[src/rtl/rle_decoder_pkg.sv]
// Shared constants and FSM state encoding for the run-length coefficient decoder.
// Pure declarations: no latency, no flow control.
package rle_decoder_pkg;
    localparam int COEF_W_DEF = 8;
    localparam int RUN_W_DEF  = 4;
    localparam int BLK_SIZE   = 64;
    localparam int ROW_SIZE   = 8;
    localparam int POS_W      = $clog2(BLK_SIZE);
    localparam int COL_W      = $clog2(ROW_SIZE);

    typedef enum logic [1:0] {
        ST_FETCH,
        ST_RUN,
        ST_VAL,
        ST_FILL
    } state_t;
endpackage

[src/rtl/rle_row_buf.sv]
// Row assembly buffer plus output row register; a row leaves one cycle after its col-7 write.
// A col-7 write stalls while a previous row is unconsumed; drain and reload can share one edge.
module rle_row_buf
    import rle_decoder_pkg::*;
#(
    parameter int COEF_W = COEF_W_DEF
) (
    input  logic                       clk,
    input  logic                       rst_n,
    input  logic                       i_wr_en,
    input  logic [COL_W-1:0]           i_wr_col,
    input  logic                       i_wr_last_row,
    input  logic [COEF_W-1:0]          i_wr_dat,
    output logic                       o_stall,
    output logic                       o_out_valid,
    input  logic                       i_out_ready,
    output logic [ROW_SIZE*COEF_W-1:0] o_out_data,
    output logic                       o_out_last
);
    logic [COEF_W-1:0]          r_buf [0:ROW_SIZE-2];
    logic [ROW_SIZE*COEF_W-1:0] r_out_data;
    logic                       r_out_valid;
    logic                       r_out_last;
    logic                       w_row_end;
    logic                       w_wr;
    logic [ROW_SIZE*COEF_W-1:0] w_row;

    assign w_row_end = i_wr_en && (i_wr_col == COL_W'(ROW_SIZE-1));
    assign o_stall   = w_row_end && r_out_valid && !i_out_ready;
    assign w_wr      = i_wr_en && !o_stall;

    // Column 7 bypasses the buffer straight into the output register.
    always_comb begin
        w_row = '0;
        for (int i = 0; i < ROW_SIZE-1; i++) begin
            w_row[(ROW_SIZE-i)*COEF_W-1 -: COEF_W] = r_buf[i];
        end
        w_row[COEF_W-1:0] = i_wr_dat;
    end

    always_ff @(posedge clk or negedge rst_n) begin
        if (!rst_n) begin
            for (int i = 0; i < ROW_SIZE-1; i++) begin
                r_buf[i] <= '0;
            end
            r_out_data  <= '0;
            r_out_valid <= 1'b0;
            r_out_last  <= 1'b0;
        end else begin
            if (w_wr && !w_row_end) begin
                r_buf[i_wr_col] <= i_wr_dat;
            end
            if (w_wr && w_row_end) begin
                r_out_data  <= w_row;
                r_out_valid <= 1'b1;
                r_out_last  <= i_wr_last_row;
            end else if (i_out_ready) begin
                r_out_valid <= 1'b0;
            end
        end
    end

    assign o_out_data  = r_out_data;
    assign o_out_valid = r_out_valid;
    assign o_out_last  = r_out_last;
endmodule

[src/rtl/rle_decoder.sv]
// Expands {run,value}/EOB symbols into 8x8 coefficient blocks, one coefficient per cycle, emitted as rows.
// First coefficient written 1 cycle after accept; a full output row stalls the FSM and sym_ready stays low.
module rle_decoder
    import rle_decoder_pkg::*;
#(
    parameter int COEF_W = COEF_W_DEF,
    parameter int RUN_W  = RUN_W_DEF
) (
    input  logic                       clk,
    input  logic                       rst_n,
    input  logic                       sym_valid,
    output logic                       sym_ready,
    input  logic [RUN_W+COEF_W-1:0]    sym_data,
    input  logic                       sym_eob,
    output logic                       out_valid,
    input  logic                       out_ready,
    output logic [ROW_SIZE*COEF_W-1:0] out_data,
    output logic                       out_last
);
    state_t             r_state;
    logic [POS_W-1:0]   r_pos;
    logic [RUN_W-1:0]   r_cnt;
    logic [COEF_W-1:0]  r_val;
    logic               r_sym_ready;

    logic [RUN_W-1:0]   w_run;
    logic [COEF_W-1:0]  w_value;
    logic               w_accept;
    logic               w_wr_en;
    logic [COEF_W-1:0]  w_wr_dat;
    logic               w_stall;

    assign w_run    = sym_data[RUN_W+COEF_W-1 -: RUN_W];
    assign w_value  = sym_data[COEF_W-1:0];
    assign w_accept = sym_valid && r_sym_ready;
    assign w_wr_en  = (r_state != ST_FETCH);
    assign w_wr_dat = (r_state == ST_VAL) ? r_val : '0;

    // sym_ready is registered so it stays low throughout reset and rises on the first edge after.
    always_ff @(posedge clk or negedge rst_n) begin
        if (!rst_n) begin
            r_state     <= ST_FETCH;
            r_pos       <= '0;
            r_cnt       <= '0;
            r_val       <= '0;
            r_sym_ready <= 1'b0;
        end else if (!w_stall) begin
            case (r_state)
                ST_FETCH: begin
                    if (w_accept) begin
                        r_sym_ready <= 1'b0;
                        r_val       <= w_value;
                        if (sym_eob) begin
                            r_state <= ST_FILL;
                        end else if (w_run != '0) begin
                            r_cnt   <= w_run;
                            r_state <= ST_RUN;
                        end else begin
                            r_state <= ST_VAL;
                        end
                    end else begin
                        r_sym_ready <= 1'b1;
                    end
                end
                ST_RUN: begin
                    r_pos <= r_pos + 1'b1;
                    r_cnt <= r_cnt - 1'b1;
                    if (r_cnt == RUN_W'(1)) begin
                        r_state <= ST_VAL;
                    end
                end
                ST_VAL: begin
                    r_pos       <= r_pos + 1'b1;
                    r_state     <= ST_FETCH;
                    r_sym_ready <= 1'b1;
                end
                ST_FILL: begin
                    r_pos <= r_pos + 1'b1;
                    if (r_pos == POS_W'(BLK_SIZE-1)) begin
                        r_state     <= ST_FETCH;
                        r_sym_ready <= 1'b1;
                    end
                end
                default: r_state <= ST_FETCH;
            endcase
        end
    end

    assign sym_ready = r_sym_ready;

    rle_row_buf #(
        .COEF_W (COEF_W)
    ) u_row_buf (
        .clk           (clk),
        .rst_n         (rst_n),
        .i_wr_en       (w_wr_en),
        .i_wr_col      (r_pos[COL_W-1:0]),
        .i_wr_last_row (r_pos[POS_W-1:COL_W] == COL_W'(ROW_SIZE-1)),
        .i_wr_dat      (w_wr_dat),
        .o_stall       (w_stall),
        .o_out_valid   (out_valid),
        .i_out_ready   (out_ready),
        .o_out_data    (out_data),
        .o_out_last    (out_last)
    );
endmodule

[config.mk]
export PLATFORM = sky130hd
export DESIGN_NAME = rle_decoder
export DESIGN_NICKNAME = d
export VERILOG_FILES = /design/src/rtl/rle_decoder_pkg.sv /design/src/rtl/rle_row_buf.sv /design/src/rtl/rle_decoder.sv
export SDC_FILE = /design/constraint.sdc
export NUM_CORES = 1
export LEC_CHECK = 0
export ABC_AREA = 1
export CORE_AREA = 2 2 141 143
export CTS_BUF_LIST = sky130_fd_sc_hd__clkbuf_4
export DETAILED_ROUTE_END_ITERATION = 12
export DIE_AREA = 0 0 143 145
export DONT_BUFFER_PORTS = 1
export GPL_TIMING_DRIVEN = 0
export PLACE_DENSITY = 0.45
export SKIP_LAST_GASP = 1
export SLEW_MARGIN = 30
export SYNTH_ARGS = -nofsm -noshare
export SYNTH_HDL_FRONTEND = slang
export SYNTH_SLANG_ARGS = --single-unit
[constraint.sdc]
create_clock -name clk -period 2.36 [get_ports clk]
set_input_delay 0.236 -clock clk [delete_from_list [all_inputs] [get_ports clk]]
set_output_delay 0.236 -clock clk [all_outputs]
set_load 0.03 [all_outputs]
==> impl_metrics.tcl <==
set metrics [dict create \
    status "complete, but fails checks" \
    violations "negative hold slack" \
    worst_clock_skew_ps 18.70 \
    maxCapViolations 0 \
    synth_top_family_by_area "simple AND/OR/NAND/NOR gates" \
    tns_ps 0 \
    synth.distinct_cells 22 \
    synth_simple_gate_area_share_pct 24.68 \
    yosysSeqAreaShare_pct 63.41 \
    dr.pass1.iters 5 \
    p_leak_uw 0.003281 \
    die_h_um 145 \
    post_synth_fa_ha_maj_area_fraction_pct 0.8869 \
    design_area_sq_um 6420 \
    switchingPower_uw 3727 \
    cts_buffers 17 \
    swShare_pct 43.22 \
    nFillCells 2026 \
    drtAntennaViolNets 0 \
    wl_per_cell_um 14.49 \
    crit_top_cell "ha_1" \
    clkPwrFrac_pct 19.5 \
    critPathKind "reg -> reg" \
    seq_power_share_pct 56.7 \
    powerDensity_nw_per_um2 1343 \
    timing.fmax_mhz 488.2 \
    cp.depth 7 \
    synth_compound_area_share_pct 6.940 \
    die_area_sq_um 20740 \
    ys_warn_count 0 \
    layout.nets 681 \
    antenna_found_initial 1 \
    hold_path_class "in -> async" \
    synth.avg_cell_area_sq_um 9.000 \
    final_util_pct 33.42 \
    min_period_ps 2049 \
    initialDrtViolationCount 213 \
    synthXorXnorAreaFrac_pct 0.3104 \
    synth_top_cell_by_area "dfrtp_1" \
    ys_top_cells_by_area "dfrtp_1, nand2_1, o21ai_0, inv_1, buf_2" \
    syn_area_sq_um 5643 \
    synth_top_area_share_pct 63.41 \
    start_util_pct 29.38 \
    area_delta_synth_final_pct 13.77 \
    worst-path-buf-inv 1 \
    crit_required_ps 2770 \
    cts_setup_buffers 0 \
    num_io_pins 84 \
    worst_slew_pin_slew_ps 519.2 \
    grt_max_degree 144 \
    crit_fanout 10 \
    crit_chain "ha_1, ha_1, nor2_4, nand4_1, buf_2, nand2_1, o21ai_0" \
    clockRootBuffer "clkbuf_4" \
    post_cts_resized 0 \
    grt_pass1_vias 4121 \
    final_layout_size_suffix_gt1_share_pct 8.048 \
    dp_hpwl_um 9224 \
    rows 51 \
    placed_area_sq_um 5974 \
    max_slew_margin_pct 65.26 \
    critPathLaunchType "register" \
    peakVddDrop_mv 0.3972 \
    cp-end-kind "register" \
    setup_violations 0 \
    yosys_register_bits 143 \
    slowest_delay_ps 460 \
    slowest_stage "dfrtp_1" \
    die_w_um 143 \
    grt_pass1_wl_um 22160 \
    worstReg2RegStart "r_pos[0]$_DFFE_PN0P_" \
    clock-sinks 143 \
    clkLatencyLatePin_ps 550 \
    hold_violations 143 \
    track_usage_pct 13.96 \
    num_vias 4133 \
    r2r_slack_ps 310 \
    syn_nets 648 \
    overflow 0 \
    clkTransAtPathRegs_ps 120 \
    grt_setup_unrepaired "no" \
    postSynthCellCount 627 \
    core_area_sq_um 19210 \
    timing.final.crit_share_pct 86.80 \
    gp_congestion 0.8010 \
    p_int_uw 4897 \
    crit_arrival_ps 2460 \
    r2r_end "u_row_buf.r_buf[14]$_DFFE_PN0P_" \
    cts_buffer_depth 2 \
    hold_slack_ps -623.7 \
    via_per_inst 4.406 \
    wirelength_um 13590 \
    critical_path.top_delay_family "simple AND/OR/NAND/NOR gates" \
    muxShareOfSynthArea_pct 0 \
    htreeDepth 4 \
    p_comb_share_pct 23.8 \
    cts_tree "yes" \
    r2r_cells 7 \
    drv_slew 0 \
    drc 0 \
    hold_buffers 14 \
    port_buffers 0 \
]
[registers in the layout, indices dropped and copies added, names as in the netlist]
signal and count:
r_cnt 4, r_pos 6, r_state 2, r_val 8, sym_ready 1, u_row_buf.o_out_data 64
u_row_buf.o_out_last 1, u_row_buf.o_out_valid 1, u_row_buf.r_buf 56
[power groups by stage]
stage,Sequential [uW],Combinational (uW),Clock (uW)
after floorplan,4730,1580,0
after global placement,4940,2020,0
after detailed placement,4960,2070,0
after CTS,4910,2100,1750
after global routing,5020,2440,1860
final,4890,2050,1680
[cell families after synthesis]
kind of cell / Yosys count
AO/OA/AOI/OAI: 76
XOR/XNOR: 2
adder cells (fa/ha/maj): 4
flip-flops: 143
AND/OR/NAND/NOR: 356
buffers and inverters: 46
[how the worst max path moves through the flow]
| stage | startpoint | end | slack (ps) |
|---|---|---|---|
| floorplan | r_pos[0]$_DFFE_PN0P_ | u_row_buf.r_buf[13]$_DFFE_PN0P_ | 700 |
| CTS | r_pos[0]$_DFFE_PN0P_ | u_row_buf.r_buf[30]$_DFFE_PN0P_ | 290 |
| global placement | r_pos[0]$_DFFE_PN0P_ | u_row_buf.r_buf[29]$_DFFE_PN0P_ | 360 |
| finish | r_pos[0]$_DFFE_PN0P_ | u_row_buf.r_buf[14]$_DFFE_PN0P_ | 310 |
| global route | r_pos[0]$_DFFE_PN0P_ | u_row_buf.r_buf[15]$_DFFE_PN0P_ | 130 |
| detailed placement | r_pos[0]$_DFFE_PN0P_ | u_row_buf.r_buf[30]$_DFFE_PN0P_ | 330 |
[stage by stage]
step,cells,total power [uW],setup slack [ps]
4_1_cts,936,8761,291.9
5_1_grt,938,9320,130.7
2_1_floorplan,627,6312,697.7
6_report,938,8624,311.5
3_5_place_dp,892,7034,328.9
3_3_place_gp,892,6954,356.3
[worst register-to-register path: stages, from the launching register on]
cell     delay (ps)
dfrtp_1         460
ha_1            240
ha_1            250
nor2_4          200
nand4_1         330
buf_2           300
nand2_1          70
o21ai_0          80
[layer usage]
layer	track usage, %	part of all wire, %
met1	18.14	45
met2	22.20	48
met3	3.993	5.0
met4	4.901	1.5
met5	0	0
[final cells by class]
| class | instances | area, sq um | area share, % |
|---|---|---|---|
| antenna | 2 | 5.005 | 0.07796 |
| buffer | 21 | 117.6 | 1.832 |
| clock buffer | 17 | 127.6 | 1.988 |
| clock inverter | 13 | 172.7 | 2.690 |
| inverter | 25 | 95.09 | 1.481 |
| multi-input combinational | 438 | 1852 | 28.84 |
| sequential | 143 | 3578 | 55.74 |
| tap | 265 | 331.6 | 5.165 |
| timing repair buffer | 14 | 140.1 | 2.183 |
[cell usage after synthesis (all sizes together)]
cell type and count:
ha 4, nand2 318, dfrtp 143, nand3 12, xor2 2, inv 24
nand4 8, buf 19, clkinv 1, or2 1, clkbuf 2, a21oi 1
o21ai 72, nor2 16, o21bai 3, nand3b 1
[placed cells by master (no fill, tap or decap), types with 2 or more instances in the layout]
| master | n |
|---|---|
| buf_2 | 13 |
| buf_4 | 6 |
| bufinv_16 | 4 |
| clkbuf_1 | 2 |
| clkbuf_4 | 17 |
| clkinv_1 | 3 |
| clkinv_2 | 3 |
| clkinvlp_4 | 3 |
| dfrtp_1 | 143 |
| diode_2 | 2 |
| dlygate4sd3_1 | 14 |
| ha_1 | 4 |
| inv_1 | 23 |
| nand2_1 | 318 |
| nand3_1 | 12 |
| nand4_1 | 8 |
| nor2_1 | 12 |
| nor2_2 | 3 |
| o21ai_0 | 67 |
| o21ai_1 | 4 |
| o21bai_1 | 3 |
| xor2_1 | 2 |
Note: power is estimated with default switching activity, not from simulation.
